## config.mk

```make
export PLATFORM = sky130hd
export DESIGN_NAME = alu_issue
export DESIGN_NICKNAME = d
export VERILOG_FILES = /design/src/rtl/alu_issue.sv
export SDC_FILE = /design/constraint.sdc
export NUM_CORES = 1
export LEC_CHECK = 0
export ABC_CLOCK_PERIOD_IN_PS = 2800
export BUFFER_PORTS_ARGS = -buffer_cell sky130_fd_sc_hd__buf_2
export CAP_MARGIN = 0
export CELL_PAD_IN_SITES_DETAIL_PLACEMENT = 2
export CELL_PAD_IN_SITES_GLOBAL_PLACEMENT = 2
export CORE_MARGIN = 2
export CORE_UTILIZATION = 42
export DETAILED_ROUTE_END_ITERATION = 8
export PLACE_DENSITY = 0.89
export SLEW_MARGIN = 20
export SYNTH_ARGS = -nofsm -noshare
export SYNTH_HDL_FRONTEND = slang
export SYNTH_SLANG_ARGS = --single-unit
export TNS_END_PERCENT = 1
```

## constraint.sdc

```tcl
create_clock -name clk -period 2.8 [get_ports clk]
set_clock_uncertainty 0.2 [all_clocks]
set_input_delay 0.7 -clock clk [delete_from_list [all_inputs] [get_ports clk]]
set_output_delay 0.7 -clock clk [all_outputs]
set_load 0.005 [all_outputs]
```

## src/rtl/alu_issue.sv

```systemverilog
`default_nettype none
// ============================================================================
//  Module   : alu_issue
//  Purpose  : Command-issue and result-capture stage for an external
//             combinational 8-bit ALU. Commands are queued in a DEPTH-entry
//             FIFO, issued from a registered stage (S1) that drives the ALU
//             inputs, and the ALU result/flags are captured one cycle later
//             into a result stage (S2). Valid/ready handshakes on both sides.
//  Config   : `define ALU_ISSUE_ACC_EN to add an accumulator that can replace
//             operand a (selected per command with in_use_acc), with
//             forwarding from the in-flight operation.
//  Ports    : clk, rst_n                 - clock, async active-low reset
//             in_valid/in_ready          - command handshake
//             in_a, in_b, in_ctrl        - operands and opcode
//             in_use_acc                 - use accumulator as operand a
//             alu_a, alu_b, alu_ctrl     - registered ALU inputs (S1)
//             alu_y, alu_zero/negative/carry - ALU result and flags
//             out_valid/out_ready        - result handshake
//             out_y, out_ctrl, out_zero/negative/carry - captured result (S2)
//             count                      - FIFO occupancy
//  Revision : 1.0 - initial release
// ============================================================================
module alu_issue #(
    parameter int DEPTH = 4
) (
    input  logic                     clk,
    input  logic                     rst_n,
    input  logic                     in_valid,
    output logic                     in_ready,
    input  logic [7:0]               in_a,
    input  logic [7:0]               in_b,
    input  logic [2:0]               in_ctrl,
    input  logic                     in_use_acc,
    output logic [7:0]               alu_a,
    output logic [7:0]               alu_b,
    output logic [2:0]               alu_ctrl,
    input  logic [7:0]               alu_y,
    input  logic                     alu_zero,
    input  logic                     alu_negative,
    input  logic                     alu_carry,
    output logic                     out_valid,
    input  logic                     out_ready,
    output logic [7:0]               out_y,
    output logic [2:0]               out_ctrl,
    output logic                     out_zero,
    output logic                     out_negative,
    output logic                     out_carry,
    output logic [$clog2(DEPTH):0]   count
);

    localparam int PW = $clog2(DEPTH);
    localparam int CW = PW + 1;
    localparam logic [CW-1:0] C_FULL = CW'(DEPTH);

    // ------------------------------------------------------------------
    // Storage
    // ------------------------------------------------------------------
    logic [7:0]    mem_a_q    [DEPTH];
    logic [7:0]    mem_b_q    [DEPTH];
    logic [2:0]    mem_ctrl_q [DEPTH];

    logic [PW-1:0] wr_ptr_q, wr_ptr_d;
    logic [PW-1:0] rd_ptr_q, rd_ptr_d;
    logic [CW-1:0] count_q,  count_d;

    logic [7:0]    alu_a_q,    alu_a_d;
    logic [7:0]    alu_b_q,    alu_b_d;
    logic [2:0]    alu_ctrl_q, alu_ctrl_d;
    logic          s1_valid_q, s1_valid_d;

    logic [7:0]    out_y_q,    out_y_d;
    logic [2:0]    out_ctrl_q, out_ctrl_d;
    logic          out_zero_q, out_zero_d;
    logic          out_neg_q,  out_neg_d;
    logic          out_carry_q, out_carry_d;
    logic          out_valid_q, out_valid_d;

`ifdef ALU_ISSUE_ACC_EN
    logic          mem_acc_q  [DEPTH];
    logic [7:0]    acc_q, acc_d;
`else
    // in_use_acc has no function without the accumulator.
    logic          unused_use_acc;
    assign unused_use_acc = in_use_acc;
`endif

    // ------------------------------------------------------------------
    // Handshake / advance conditions
    // ------------------------------------------------------------------
    logic push, pop, s1_adv, s2_adv, fifo_nonempty;

    assign in_ready      = (count_q != C_FULL);
    assign fifo_nonempty = (count_q != '0);
    assign push          = in_valid && in_ready;
    assign s2_adv        = s1_valid_q && (!out_valid_q || out_ready);
    assign s1_adv        = !s1_valid_q || s2_adv;
    // Pop is allowed while full; in_ready is already low that cycle, so a
    // full FIFO never sees a simultaneous push.
    assign pop           = s1_adv && fifo_nonempty;

    // ------------------------------------------------------------------
    // Next-state logic
    // ------------------------------------------------------------------
    always_comb begin
        wr_ptr_d    = wr_ptr_q;
        rd_ptr_d    = rd_ptr_q;
        count_d     = count_q;
        alu_a_d     = alu_a_q;
        alu_b_d     = alu_b_q;
        alu_ctrl_d  = alu_ctrl_q;
        s1_valid_d  = s1_valid_q;
        out_y_d     = out_y_q;
        out_ctrl_d  = out_ctrl_q;
        out_zero_d  = out_zero_q;
        out_neg_d   = out_neg_q;
        out_carry_d = out_carry_q;
        out_valid_d = out_valid_q;
`ifdef ALU_ISSUE_ACC_EN
        acc_d       = acc_q;
`endif

        if (push) begin
            wr_ptr_d = wr_ptr_q + PW'(1);
        end
        if (pop) begin
            rd_ptr_d = rd_ptr_q + PW'(1);
        end
        case ({push, pop})
            2'b10:   count_d = count_q + CW'(1);
            2'b01:   count_d = count_q - CW'(1);
            default: count_d = count_q;
        endcase

        // S1: issue stage. Operands are held when the FIFO runs dry so the
        // ALU inputs stay stable; only the valid bit drops.
        if (s1_adv) begin
            if (fifo_nonempty) begin
                alu_a_d    = mem_a_q[rd_ptr_q];
                alu_b_d    = mem_b_q[rd_ptr_q];
                alu_ctrl_d = mem_ctrl_q[rd_ptr_q];
                s1_valid_d = 1'b1;
`ifdef ALU_ISSUE_ACC_EN
                // If an op is in S1 it is moving to S2 this edge (pop with
                // s1_valid implies s2_adv), so its live ALU result is the
                // value the accumulator is about to take.
                if (mem_acc_q[rd_ptr_q]) begin
                    alu_a_d = s1_valid_q ? alu_y : acc_q;
                end
`endif
            end else begin
                s1_valid_d = 1'b0;
            end
        end

        // S2: result capture.
        if (s2_adv) begin
            out_y_d     = alu_y;
            out_ctrl_d  = alu_ctrl_q;
            out_zero_d  = alu_zero;
            out_neg_d   = alu_negative;
            out_carry_d = alu_carry;
            out_valid_d = 1'b1;
`ifdef ALU_ISSUE_ACC_EN
            acc_d       = alu_y;
`endif
        end else if (out_valid_q && out_ready) begin
            out_valid_d = 1'b0;
        end
    end

    // ------------------------------------------------------------------
    // FIFO payload storage (no reset needed; guarded by pointers/count)
    // ------------------------------------------------------------------
    always_ff @(posedge clk) begin
        if (push) begin
            mem_a_q[wr_ptr_q]    <= in_a;
            mem_b_q[wr_ptr_q]    <= in_b;
            mem_ctrl_q[wr_ptr_q] <= in_ctrl;
`ifdef ALU_ISSUE_ACC_EN
            mem_acc_q[wr_ptr_q]  <= in_use_acc;
`endif
        end
    end

    // ------------------------------------------------------------------
    // Control and pipeline registers
    // ------------------------------------------------------------------
    always_ff @(posedge clk or negedge rst_n) begin
        if (!rst_n) begin
            wr_ptr_q    <= '0;
            rd_ptr_q    <= '0;
            count_q     <= '0;
            alu_a_q     <= '0;
            alu_b_q     <= '0;
            alu_ctrl_q  <= 3'b000;
            s1_valid_q  <= 1'b0;
            out_y_q     <= '0;
            out_ctrl_q  <= 3'b000;
            out_zero_q  <= 1'b0;
            out_neg_q   <= 1'b0;
            out_carry_q <= 1'b0;
            out_valid_q <= 1'b0;
`ifdef ALU_ISSUE_ACC_EN
            acc_q       <= '0;
`endif
        end else begin
            wr_ptr_q    <= wr_ptr_d;
            rd_ptr_q    <= rd_ptr_d;
            count_q     <= count_d;
            alu_a_q     <= alu_a_d;
            alu_b_q     <= alu_b_d;
            alu_ctrl_q  <= alu_ctrl_d;
            s1_valid_q  <= s1_valid_d;
            out_y_q     <= out_y_d;
            out_ctrl_q  <= out_ctrl_d;
            out_zero_q  <= out_zero_d;
            out_neg_q   <= out_neg_d;
            out_carry_q <= out_carry_d;
            out_valid_q <= out_valid_d;
`ifdef ALU_ISSUE_ACC_EN
            acc_q       <= acc_d;
`endif
        end
    end

    // ------------------------------------------------------------------
    // Outputs
    // ------------------------------------------------------------------
    assign alu_a        = alu_a_q;
    assign alu_b        = alu_b_q;
    assign alu_ctrl     = alu_ctrl_q;
    assign out_valid    = out_valid_q;
    assign out_y        = out_y_q;
    assign out_ctrl     = out_ctrl_q;
    assign out_zero     = out_zero_q;
    assign out_negative = out_neg_q;
    assign out_carry    = out_carry_q;
    assign count        = count_q;

endmodule
`default_nettype wire

```

Word level (Yosys, flattened, before mapping) --
Memories as Yosys holds them, arrays and structs flattened. A register that Yosys moved wholly into a read port is not among the register bits. Index checks and enable logic that the tools add are counted. W data, S select, Z words.
Word-level totals: memories 3, word-level logic and storage cells 41, input bits 35, output and inout port bits 38, bits in writable memories 76, bits in registers 23
Memories:
- mem_a_q | words 4, width 8, read ports 1, clocked after memory_dff 1, write ports 1, RTL line 58 | logic [7:0] mem_a_q [DEPTH];
- mem_b_q | words 4, width 8, read ports 1, clocked after memory_dff 1, write ports 1, RTL line 59 | logic [7:0] mem_b_q [DEPTH];
- mem_ctrl_q | words 4, width 3, read ports 1, clocked after memory_dff 1, write ports 1, RTL line 60 | logic [2:0] mem_ctrl_q [DEPTH];
Operators by class: equality and inequality tests 3, add/subtract/negate cells 4, mux-type cells 6, reductions and logical operators 15
Operators with widths (number):
- $pmux W3 S2 | 1
- $logic_not A1 Y1 | 5
- $mux W1 | 5
- $add A2 B1 Y2 const B | 2
- $logic_and A1 B1 Y1 | 4
- $reduce_bool A2 Y1 | 2
- $add A3 B1 Y3 const B | 1
- $ne A3 B3 Y1 const B | 1
- $reduce_bool A3 Y1 | 1
- $sub A3 B1 Y3 const B | 1
- $eq A2 B1 Y1 const B | 1
- $eq A2 B2 Y1 const B | 1
- $logic_or A1 B1 Y1 | 2
- $reduce_and A2 Y1 | 1

Longest topological paths before layout --
Gate-level depths: netlist of run 1.
word-level depth 7, gate-level depth with buffers 9, mapped depth without buffers 9

Worst setup path before layout of run 1 --
No wires, ideal clock.
path kind input to register, start input port out_ready, end register count_q[2] (netlist: count[2]), setup slack 416 ps, arrival 2105 ps, buffers on the path 1, stages on the path 9, required time 2521 ps, cell sequence nand3b_1 > and2_4 > buf_12 > ha_1 > inv_1 > fa_1 > xor2_1 > nor2_1 > xor2_1
On the way: longest elaborated chain between the ends 6
Ends and longest elaborated chain:
- start: declaration | RTL line 42 | input logic out_ready,
- $logic_or A1 B1 Y1 * | RTL line 95 | assign s2_adv = s1_valid_q && (!out_valid_q || out_ready);
- $logic_and A1 B1 Y1 * | RTL line 95
- $logic_or A1 B1 Y1 * | RTL line 96 | assign s1_adv = !s1_valid_q || s2_adv;
- $logic_and A1 B1 Y1 * | RTL line 99 | assign pop = s1_adv && fifo_nonempty;
- via pop | RTL line 90 | logic push, pop, s1_adv, s2_adv, fifo_nonempty;
- $eq A2 B1 Y1 or $eq A2 B2 Y1 (tied branches) | RTL line 128 | case ({push, pop})
- $pmux W3 S2 or $reduce_bool A2 Y1 (tied branches)
- end signal: assignment | RTL line 209 | count_q <= count_d;
- end: declaration | RTL line 64 | logic [CW-1:0] count_q, count_d;
Mark *: on every way through the listed nets, which the timed path passes. The rest lies on a longest branch. A chain may end at the register's enable or synchronous reset.

Final worst setup path of run 1 --
start register count_q[1] (netlist: count[1]), end register count_q[2] (netlist: count[2])
On the way: longest elaborated chain between the ends 4
Ends and longest elaborated chain (RTL line):
- $ne A3 B3 Y1 or $reduce_bool A3 Y1 (tied branches) | 92, 93
- $logic_and A1 B1 Y1, on equally long branches | 94, 99
- $eq A2 B1 Y1 or $eq A2 B2 Y1 (tied branches) | 128
- $pmux W3 S2 or $reduce_bool A2 Y1 (tied branches)
Several ways; a longest one is shown, not always the timed one.

==> impl_metrics.json, run 1 <==
{
  "syn_area_per_cell_um2": 21.4,
  "synthCells": 212,
  "cp_data_arrival_time_ns": 2.83,
  "yosys_warnings": 0,
  "grt_pass1_vias": 2661,
  "leakage_nw": 2.29,
  "ys_types": 23,
  "io_buffers": 71,
  "drc": 0,
  "gp_congestion": 0.689,
  "drive_gt1_frac": 0.533,
  "max_stage_delay_ns": 0.45,
  "drv_slew": 0,
  "dp_hpwl_um": 6090,
  "setup_viol": 0,
  "vias_per_cell": 5.00,
  "max-slew-margin-rel": 0.439,
  "layout.cells.non_filler": 453,
  "path_max_fanout": 6,
  "holdCritPathClass": "input port to async pin",
  "layout_min_cycle_time_ns": 2.60,
  "synth_nets": 253,
  "die_area_mm2": 0.0117,
  "grt_first_pass_wirelength_um": 15200,
  "clock_path_buffers": 2,
  "cp_cell_sequence": "or3b_4 -> and2_4 -> inv_1 -> ha_1 -> inv_1 -> fa_1 -> xor2_1 -> nor2_1 -> xor2_1",
  "first_iter_violations": 91,
  "cts_buffers": 17,
  "cts.clk_slew.worst_paths_ns": 0.06,
  "die_y_um": 108,
  "max_freq_ghz": 0.385,
  "num_vias": 2267,
  "worstSkewPairLatency_ns": 0.52,
  "grt_usage": 0.186,
  "setup_tns_ns": 0,
  "io_pins": 73,
  "hold_viol": 0,
  "critPathSlowestCell": "or3b_4",
  "layout.nets": 345,
  "rsz0062_at_grt": "false",
  "area_delta_synth_final_pct": 26.4,
  "cp.buffers_inverters": 2,
  "wl_um": 9890,
  "core.rowCount": 37,
  "drt.antenna.violating_nets": 0,
  "syn-cell-area_mm2": 0.00454,
  "crit_required_ns": 3.03,
  "power_density_mw_per_mm2": 1210,
  "dp.cells": 421,
  "core_area_mm2": 0.0104,
  "synth_seq_cells": 118,
  "drt-pass1-iter-count": 4,
  "ys_seq_area_frac": 0.734,
  "setup.worst_path.end_class": "flip-flop",
  "cts.sinks": 118,
  "cts_tree": "yes",
  "ir_drop_uv": 658,
  "cts_root_buffer": "clkbuf_8",
  "drv_cap": 0,
  "wire_per_inst_um": 21.8,
  "min_period_over_period": 0.929,
  "grt-ovfl-total": 0,
  "grt_max_degree": 38,
  "antenna_cells": 0,
  "start_util": 0.436,
  "cts_setup_buffers": 0,
  "antenna_found_initial": 1,
  "htree_levels": 4,
  "critPathLaunchType": "flip-flop",
  "status": "finished clean",
  "cpLargestDelayFamily": "simple AND/OR/NAND/NOR gates",
  "worstMarginPinSlew_ns": 0.842,
  "crit_type": "flip-flop to flip-flop",
  "die-width_um": 108
}
per-stage QoR:
step	instance area, µm²	utilization	setup WS (ns)	hold slack, ns	total power, W
floorplan	4540	-	0.416	0.204	0.00388
global route	5740	0.551	0.0606	0.146	0.00727
CTS	5740	0.551	0.0985	0.125	0.00703
global placement	5070	0.487	0.414	0.267	0.00437
finish	5740	0.551	0.200	0.0912	0.00692
detailed placement	5070	0.487	0.212	0.291	0.00454
cells in the final DEF, fill, tap and decap left out, drive strengths merged:
cell / count
nand2: 1
inv: 7
and3: 4
fa: 1
clkinvlp: 6
dfrtp: 42
clkbuf: 17
xnor2: 3
mux2i: 1
or3b: 1
buf: 80
mux4: 19
nand2b: 3
edfxtp: 76
bufinv: 6
xor2: 3
nor2: 1
nand3b: 1
ha: 5
and2: 2
nand3: 1
or3: 1
clkinv: 2
mux2: 34
final timing paths:
| kind | from | endpoint | depth (start not counted) | slack (ns) |
|---|---|---|---|---|
| max reg2reg | count[1] | count[2] | 9 | 0.20 |
| min reg2reg | out_y[2] | out_y[2] | 1 | 0.30 |
| min | rst_n | out_y[5] | 1 | 0.09 |
| max in group asynchronous | rst_n | alu_b[7] | 2 | 1.71 |
| max | count[1] | count[2] | 9 | 0.20 |
| min in group clk | in_b[7] | mem_b_q[0][7] | 1 | 0.20 |
sequential cells by signal, summed over array words and instances (netlist names), 2 cells and up:
| signal | cells |
|---|---|
| mem_a_q | 32 |
| mem_b_q | 32 |
| mem_ctrl_q | 12 |
| alu_a | 8 |
| alu_b | 8 |
| out_y | 8 |
| alu_ctrl | 3 |
| count | 3 |
| out_ctrl | 3 |
| rd_ptr_q | 2 |
| wr_ptr_q | 2 |
per-layer routing:
layer	track usage	wire length, µm
met5	0	8
met4	0.0632	119
met2	0.333	5430
met3	0.0579	447
met1	0.213	3880
area by class of cell:
cell class	count	area, µm²
Clock inverter	15	251
Tap cell	136	170
Multi-Input combinational cell	81	1130
Clock buffer	17	414
Sequential cell	118	3330
Fill cell	907	4670
Timing Repair Buffer	80	423
Inverter	6	22.5
logic make-up (layout without fill, tap and decap cells):
kind of cell,after synthesis,in the layout,synth area share
xor+xnor,6,6,0.0116
fa+ha+maj,6,6,0.0182
simple gates,15,15,0.0223
flops,118,118,0.734
mux,54,54,0.196
buf+inv,13,118,0.0187
worst register-to-register path, delay by kind of cell (launching register included):
family                   cells  cell delay (ns)
AND/OR/NAND/NOR              3             0.80
adder cells (fa/ha/maj)      2             0.59
flip-flops                   1             0.41
XOR/XNOR                     2             0.38
buffers and inverters        2             0.13
synthesized netlist by cell type:
library cell | n | area (µm²)
edfxtp_1 | 76 | 2280
dfrtp_1 | 42 | 1050
mux4_2 | 19 | 428
mux2_4 | 18 | 270
mux2_2 | 16 | 180
inv_1 | 6 | 22.5
ha_1 | 5 | 62.6
and3_1 | 4 | 25.0
buf_2 | 3 | 15.0
nand2b_1 | 3 | 18.8
xnor2_1 | 3 | 26.3
xor2_1 | 3 | 26.3
and2_4 | 2 | 17.5
buf_12 | 2 | 40.0
clkbuf_1 | 2 | 7.51
fa_1 | 1 | 20.0
mux2i_1 | 1 | 10.0
nand2_1 | 1 | 3.75
nand3_1 | 1 | 5.00
nand3b_1 | 1 | 7.51
nor2_1 | 1 | 3.75
or3_4 | 1 | 11.3
or3b_1 | 1 | 8.76
power by group:
| group | total [W] | internal [W] | switching [W] |
|---|---|---|---|
| Sequential | 0.00264 | 0.00239 | 0.000252 |
| Clock | 0.00242 | 0.00163 | 0.000791 |
| Combinational | 0.00186 | 0.00102 | 0.000841 |
timing repair:
action	4_1_cts	5_1_grt
setup endpoints to repair	0	1
hold buffers	0	0
resized for setup	0	1
Power figures use the tool's default switching activity.
==> run 2: changes to the inputs <==
ABC_CLOCK_PERIOD_IN_PS = 2200   (was 2800)
CORE_ASPECT_RATIO = 1.2   (was not set)
CORE_UTILIZATION = 38   (was 42)
PLACE_DENSITY = 0.86   (was 0.89)
clock period = 2.2 ns   (was 2.8 ns; I/O delays follow)
==> run 2 against run 1 <==
Critical path depth did not move. Worst hold slack got worse by 0.071 ns. Largest power group unchanged. Design area rose by 1.1%. The run now ends with setup timing left. Critical path type unchanged. Utilization fell by 5.2 points.
==> impl_metrics.json, run 2 (synthesized netlist as in run 1, its figures left out) <==
{
  "cts_tree": "yes",
  "grt_usage": 0.169,
  "layout_min_cycle_time_ns": 2.25,
  "drv_cap": 0,
  "area_delta_synth_final_pct": 27.7,
  "hold_viol": 0,
  "cts_root_buffer": "clkbuf_16",
  "setup_viol": 2,
  "worst_slack_ns": -0.0539,
  "die_area_mm2": 0.0128,
  "post-place-ws_ns": -0.0612,
  "biggestRegsByFlops": "mem_a_q: 32 flops, mem_b_q: 32 flops, mem_ctrl_q: 12 flops",
  "crit_type": "flip-flop to flip-flop",
  "io_pins": 73,
  "ir_drop_uv": 657,
  "power_density_mw_per_mm2": 1490,
  "dp_hpwl_um": 6030,
  "max-slew-margin-rel": 0.617,
  "setup_tns_ns": -0.0689,
  "layout.nets": 355,
  "cts.clk_slew.worst_paths_ns": 0.06,
  "crit_required_ns": 2.32,
  "grt_pass1_vias": 2664,
  "power_w": 0.00865,
  "grt_max_degree": 43,
  "drt-pass1-iter-count": 4,
  "setup.worst_path.end_class": "flip-flop",
  "worstSkewPairLatency_ns": 0.40,
  "cts.sinks": 118,
  "path_max_fanout": 2,
  "htree_levels": 4,
  "layout.cells.non_filler": 484,
  "core.rowCount": 43,
  "drt.antenna.violating_nets": 0,
  "first_iter_violations": 76,
  "dp.cells": 449,
  "r2r_slack_ns": -0.05,
  "rsz0062_at_grt": "true",
  "layout_commonest_cell": "edfxtp_1",
  "min_period_over_period": 1.02,
  "critPathLaunchType": "flip-flop",
  "cp_data_arrival_time_ns": 2.38,
  "fillers": 1081,
  "start_util": 0.391,
  "die-width_um": 104,
  "vias_per_cell": 4.77,
  "gp_congestion": 0.661,
  "r2r-start": "count[0]",
  "finish.instance_area_mm2": 0.00580,
  "violations": "setup timing",
  "final_cell_mix": "76 x edfxtp_1, 71 x buf_2, 42 x dfrtp_1",
  "core_area_mm2": 0.0116,
  "wire_per_inst_um": 20.4,
  "clock_path_buffers": 2,
  "post_dp_cell_area_mm2": 0.00517,
  "holdBufCountCts": 0,
  "cts_buffers": 17,
  "reg2reg_depth": 9,
  "drc": 0,
  "max_freq_ghz": 0.444,
  "status": "finished with violations",
  "drive_gt1_frac": 0.560,
  "grt_first_pass_wirelength_um": 15600,
  "io_buffers": 71,
  "worstMarginPinSlew_ns": 0.575,
  "drv_slew": 0,
  "num_vias": 2311,
  "wl_um": 9880,
  "die_y_um": 124,
  "grt-ovfl-total": 0,
  "antenna_cells": 0,
  "antenna_found_initial": 0,
  "r2r_end": "count[2]",
  "leakage_nw": 2.33,
  "holdCritPathClass": "input port to async pin"
}
-- run 2: cell types whose count changed in the layout (fill, tap and decap cells not counted), moves of 2 or more --
cell,before,now
bufinv_16,6,3
buf_4,9,19
clkinv_2,0,5
clkinvlp_4,6,3
inv_1,6,4
-- run 2: routing by layer --
layer / track usage / routed length [µm]
met2: 0.301 / 5390
met1: 0.192 / 3970
met4: 0.0617 / 90
met3: 0.0534 / 425
met5: 0 / 0
-- run 2: final cells by class --
class | instances | area [µm²] | share of cell area
Multi-Input combinational cell | 81 | 1140 | 0.197
Timing Repair Buffer | 90 | 498 | 0.0858
Tap cell | 157 | 196 | 0.0339
Clock inverter | 13 | 155 | 0.0267
Clock buffer | 19 | 453 | 0.0781
Sequential cell | 118 | 3330 | 0.574
Inverter | 6 | 25.0 | 0.00431
-- run 2: worst max-delay path by stage --
stage | start | to | slack, ns
3_5_place_dp | count[1] | count[2] | -0.06
4_1_cts | count[1] | count[2] | -0.04
3_3_place_gp | count[1] | count[2] | 0.04
5_1_grt | count[0] | count[2] | -0.11
2_1_floorplan | count[0] | count[2] | -0.02
6_report | count[0] | count[2] | -0.05
-- run 2: metrics by stage --
stage          hold slack [ns]  utilization
4_1_cts                 0.0564        0.499
5_1_grt                 0.0535        0.499
2_1_floorplan           0.0544            -
3_5_place_dp             0.293        0.445
3_3_place_gp             0.265        0.445
6_report                0.0199        0.499
-- run 2: power breakdown --
| group | total, W | internal, W | switching (W) |
|---|---|---|---|
| logic | 0.00254 | 0.00141 | 0.00113 |
| clock network | 0.00279 | 0.00183 | 0.000955 |
| registers | 0.00333 | 0.00304 | 0.000289 |
-- run 2: repair_timing --
item	in CTS	in global routing
gates cloned	0	0
setup buffers	2	1
pin swaps	6	5
setup endpoints to repair	2	3
gates resized for setup	1	0
-- run 2: critical path: stages, from the launching register on --
cell and delay [ns]:
dfrtp_1 0.39, or3b_4 0.40, and2_4 0.16, inv_4 0.06
ha_4 0.13, inv_2 0.03, fa_2 0.33, xor2_1 0.17
nor2_1 0.13, xor2_1 0.17
==> run 3: changes to the inputs <==
--- a/config.mk
+++ b/config.mk
@@ -13,3 +13,2 @@
 export CORE_ASPECT_RATIO = 1.2
-export CORE_MARGIN = 2
 export CORE_UTILIZATION = 38
--- a/constraint.sdc
+++ b/constraint.sdc
@@ -4,2 +4,2 @@
 set_output_delay 0.55 -clock clk [all_outputs]
-set_load 0.005 [all_outputs]
+set_load 0.02 [all_outputs]
==> run 3 against run 2 <==
The run still ends with setup timing left. Setup slack lost 0.0015 ns. Power grew 4.1%. Critical endpoint unchanged. Sequential share of layout area shrank 0.23 points. Largest cell class unchanged. Clock power barely moved. Maximum frequency barely moved.
==> impl_metrics.json, run 3 (synthesized netlist as in run 1, its figures left out) <==
{
  "status": "finished with violations",
  "violations": "setup timing",
  "grt_first_pass_wirelength_um": 15000,
  "leakage_nw": 2.35,
  "setup.worst_path.end_class": "flip-flop",
  "ir_drop_uv": 571,
  "wl_met2_um": 5380,
  "max_stage_delay_ns": 0.41,
  "num_vias": 2296,
  "cts.clk_slew.worst_paths_ns": 0.05,
  "crit_type": "flip-flop to flip-flop",
  "drc": 0,
  "cts_root_buffer": "clkbuf_16",
  "holdCritPathClass": "input port to flip-flop",
  "r2r_end": "count[2]",
  "crit_start": "count[1]",
  "power_w": 0.00901,
  "path_max_fanout": 2,
  "r2r-start": "count[1]",
  "drt.antenna.violating_nets": 0,
  "drv_slew": 0,
  "cp_data_arrival_time_ns": 2.38,
  "antenna_found_initial": 2,
  "max_freq_ghz": 0.443,
  "cts.sinks": 118,
  "die-width_um": 102,
  "cts_buffers": 17,
  "r2r_slack_ns": -0.06,
  "layout_commonest_cell": "edfxtp_1",
  "hold_ws_ns": 0.156,
  "drive_gt1_frac": 0.558,
  "critPathSlowestCell": "or3b_4",
  "die_y_um": 122,
  "htree_levels": 4,
  "start_util": 0.391,
  "met3_length_um": 455,
  "setup_viol": 1,
  "worstSkewPairLatency_ns": 0.41,
  "drv_cap": 0,
  "io_pins": 73,
  "top_layer_used": "met5",
  "grt_pass1_vias": 2667,
  "cp.buffers_inverters": 2,
  "wl_met1_um": 3640,
  "first_iter_violations": 62,
  "core.rowCount": 43,
  "io_buffers": 71,
  "biggestRegsByFlops": "mem_a_q: 32 flops, mem_b_q: 32 flops, mem_ctrl_q: 12 flops",
  "hp-start": "in_a[7]",
  "post_dp_cell_area_mm2": 0.00519,
  "layout_min_cycle_time_ns": 2.26,
  "grt-ovfl-total": 0,
  "rsz0062_at_grt": "true",
  "cp-endpoint": "count[2]",
  "grt_usage": 0.175,
  "cp_cell_sequence": "or3b_4 -> and2_4 -> inv_2 -> ha_4 -> inv_2 -> fa_2 -> xor2_1 -> nor2_1 -> xor2_1",
  "fillers": 1079,
  "max-slew-margin-rel": 0.705,
  "grt_max_degree": 28,
  "core_area_mm2": 0.0116,
  "power_density_mw_per_mm2": 1550,
  "vias_per_cell": 4.74,
  "reg2reg_depth": 9,
  "crit_required_ns": 2.32,
  "clock_path_buffers": 2,
  "area_delta_synth_final_pct": 28.3,
  "hold_viol": 0,
  "dp_hpwl_um": 5990,
  "wire_per_inst_um": 19.9,
  "layout.nets": 354,
  "worst_slack_ns": -0.0554,
  "cts_tree": "yes",
  "die_area_mm2": 0.0124,
  "critPathLaunchType": "flip-flop",
  "final_cell_mix": "76 x edfxtp_1, 70 x buf_2, 40 x dfrtp_1",
  "drt-pass1-iter-count": 4,
  "crit_cells": 9,
  "gp_congestion": 0.658,
  "finish.instance_area_mm2": 0.00583,
  "worstMarginPinSlew_ns": 0.442,
  "min_period_over_period": 1.03,
  "cpLargestDelayFamily": "simple AND/OR/NAND/NOR gates",
  "wl_um": 9630
}
[run 3: metal layers]
metal | vias to the layer above | GRT usage
met5 | - | 0
met4 | 2 | 0.0795
met3 | 16 | 0.0551
met2 | 68 | 0.315
met1 | 1185 | 0.186
li1 | 1025 | -
[run 3: final cells by class]
| cell class | instances | area, µm² | area share |
|---|---|---|---|
| inverter | 6 | 22.5 | 0.00386 |
| clock buffer | 24 | 523 | 0.0897 |
| clock inverter | 8 | 92.6 | 0.0159 |
| multi-input combinational | 81 | 1140 | 0.196 |
| sequential | 118 | 3340 | 0.572 |
| timing repair buffer | 89 | 515 | 0.0884 |
| tap | 157 | 196 | 0.0337 |
| antenna | 1 | 2.50 | 0.000429 |
[run 3: metrics by stage]
step	utilization	setup TNS, ns	setup slack [ns]	cells
global route	0.502	-0.210	-0.144	484
detailed placement	0.447	-0.0545	-0.0545	450
floorplan	-	-0.169	-0.147	212
global placement	0.447	-0.00434	-0.00434	450
CTS	0.502	-0.0972	-0.0685	483
finish	0.502	-0.0554	-0.0554	484
[run 3: what timing repair did]
action,4_1_cts,5_1_grt
hold buffers,1,0
pin swaps,4,1
resized for setup,3,0
gates cloned,0,0
setup endpoints to repair,2,3
hold endpoints to repair,15,0
setup buffers,0,0
[run 3: worst min-delay path by stage]
stage	slack (ns)	cells after the start	to
floorplan	0.05	0	alu_a[0]
global placement	0.27	1	out_valid
detailed placement	0.29	1	out_y[0]
CTS	0.14	1	mem_a_q[3][5]
global route	0.15	1	mem_a_q[3][5]
finish	0.16	1	mem_a_q[3][7]
[run 3: power breakdown]
part / switching (W) / internal, W / total (W)
clock network: 0.000927 / 0.00187 / 0.00280
logic: 0.00147 / 0.00142 / 0.00289
registers: 0.000276 / 0.00305 / 0.00332
total: 0.00267 / 0.00634 / 0.00901
[run 3: worst reg2reg max path, cell delays in order (launching register included)]
cell,delay [ns]
dfrtp_1,0.38
or3b_4,0.41
and2_4,0.15
inv_2,0.06
ha_4,0.13
inv_2,0.04
fa_2,0.34
xor2_1,0.15
nor2_1,0.14
xor2_1,0.17
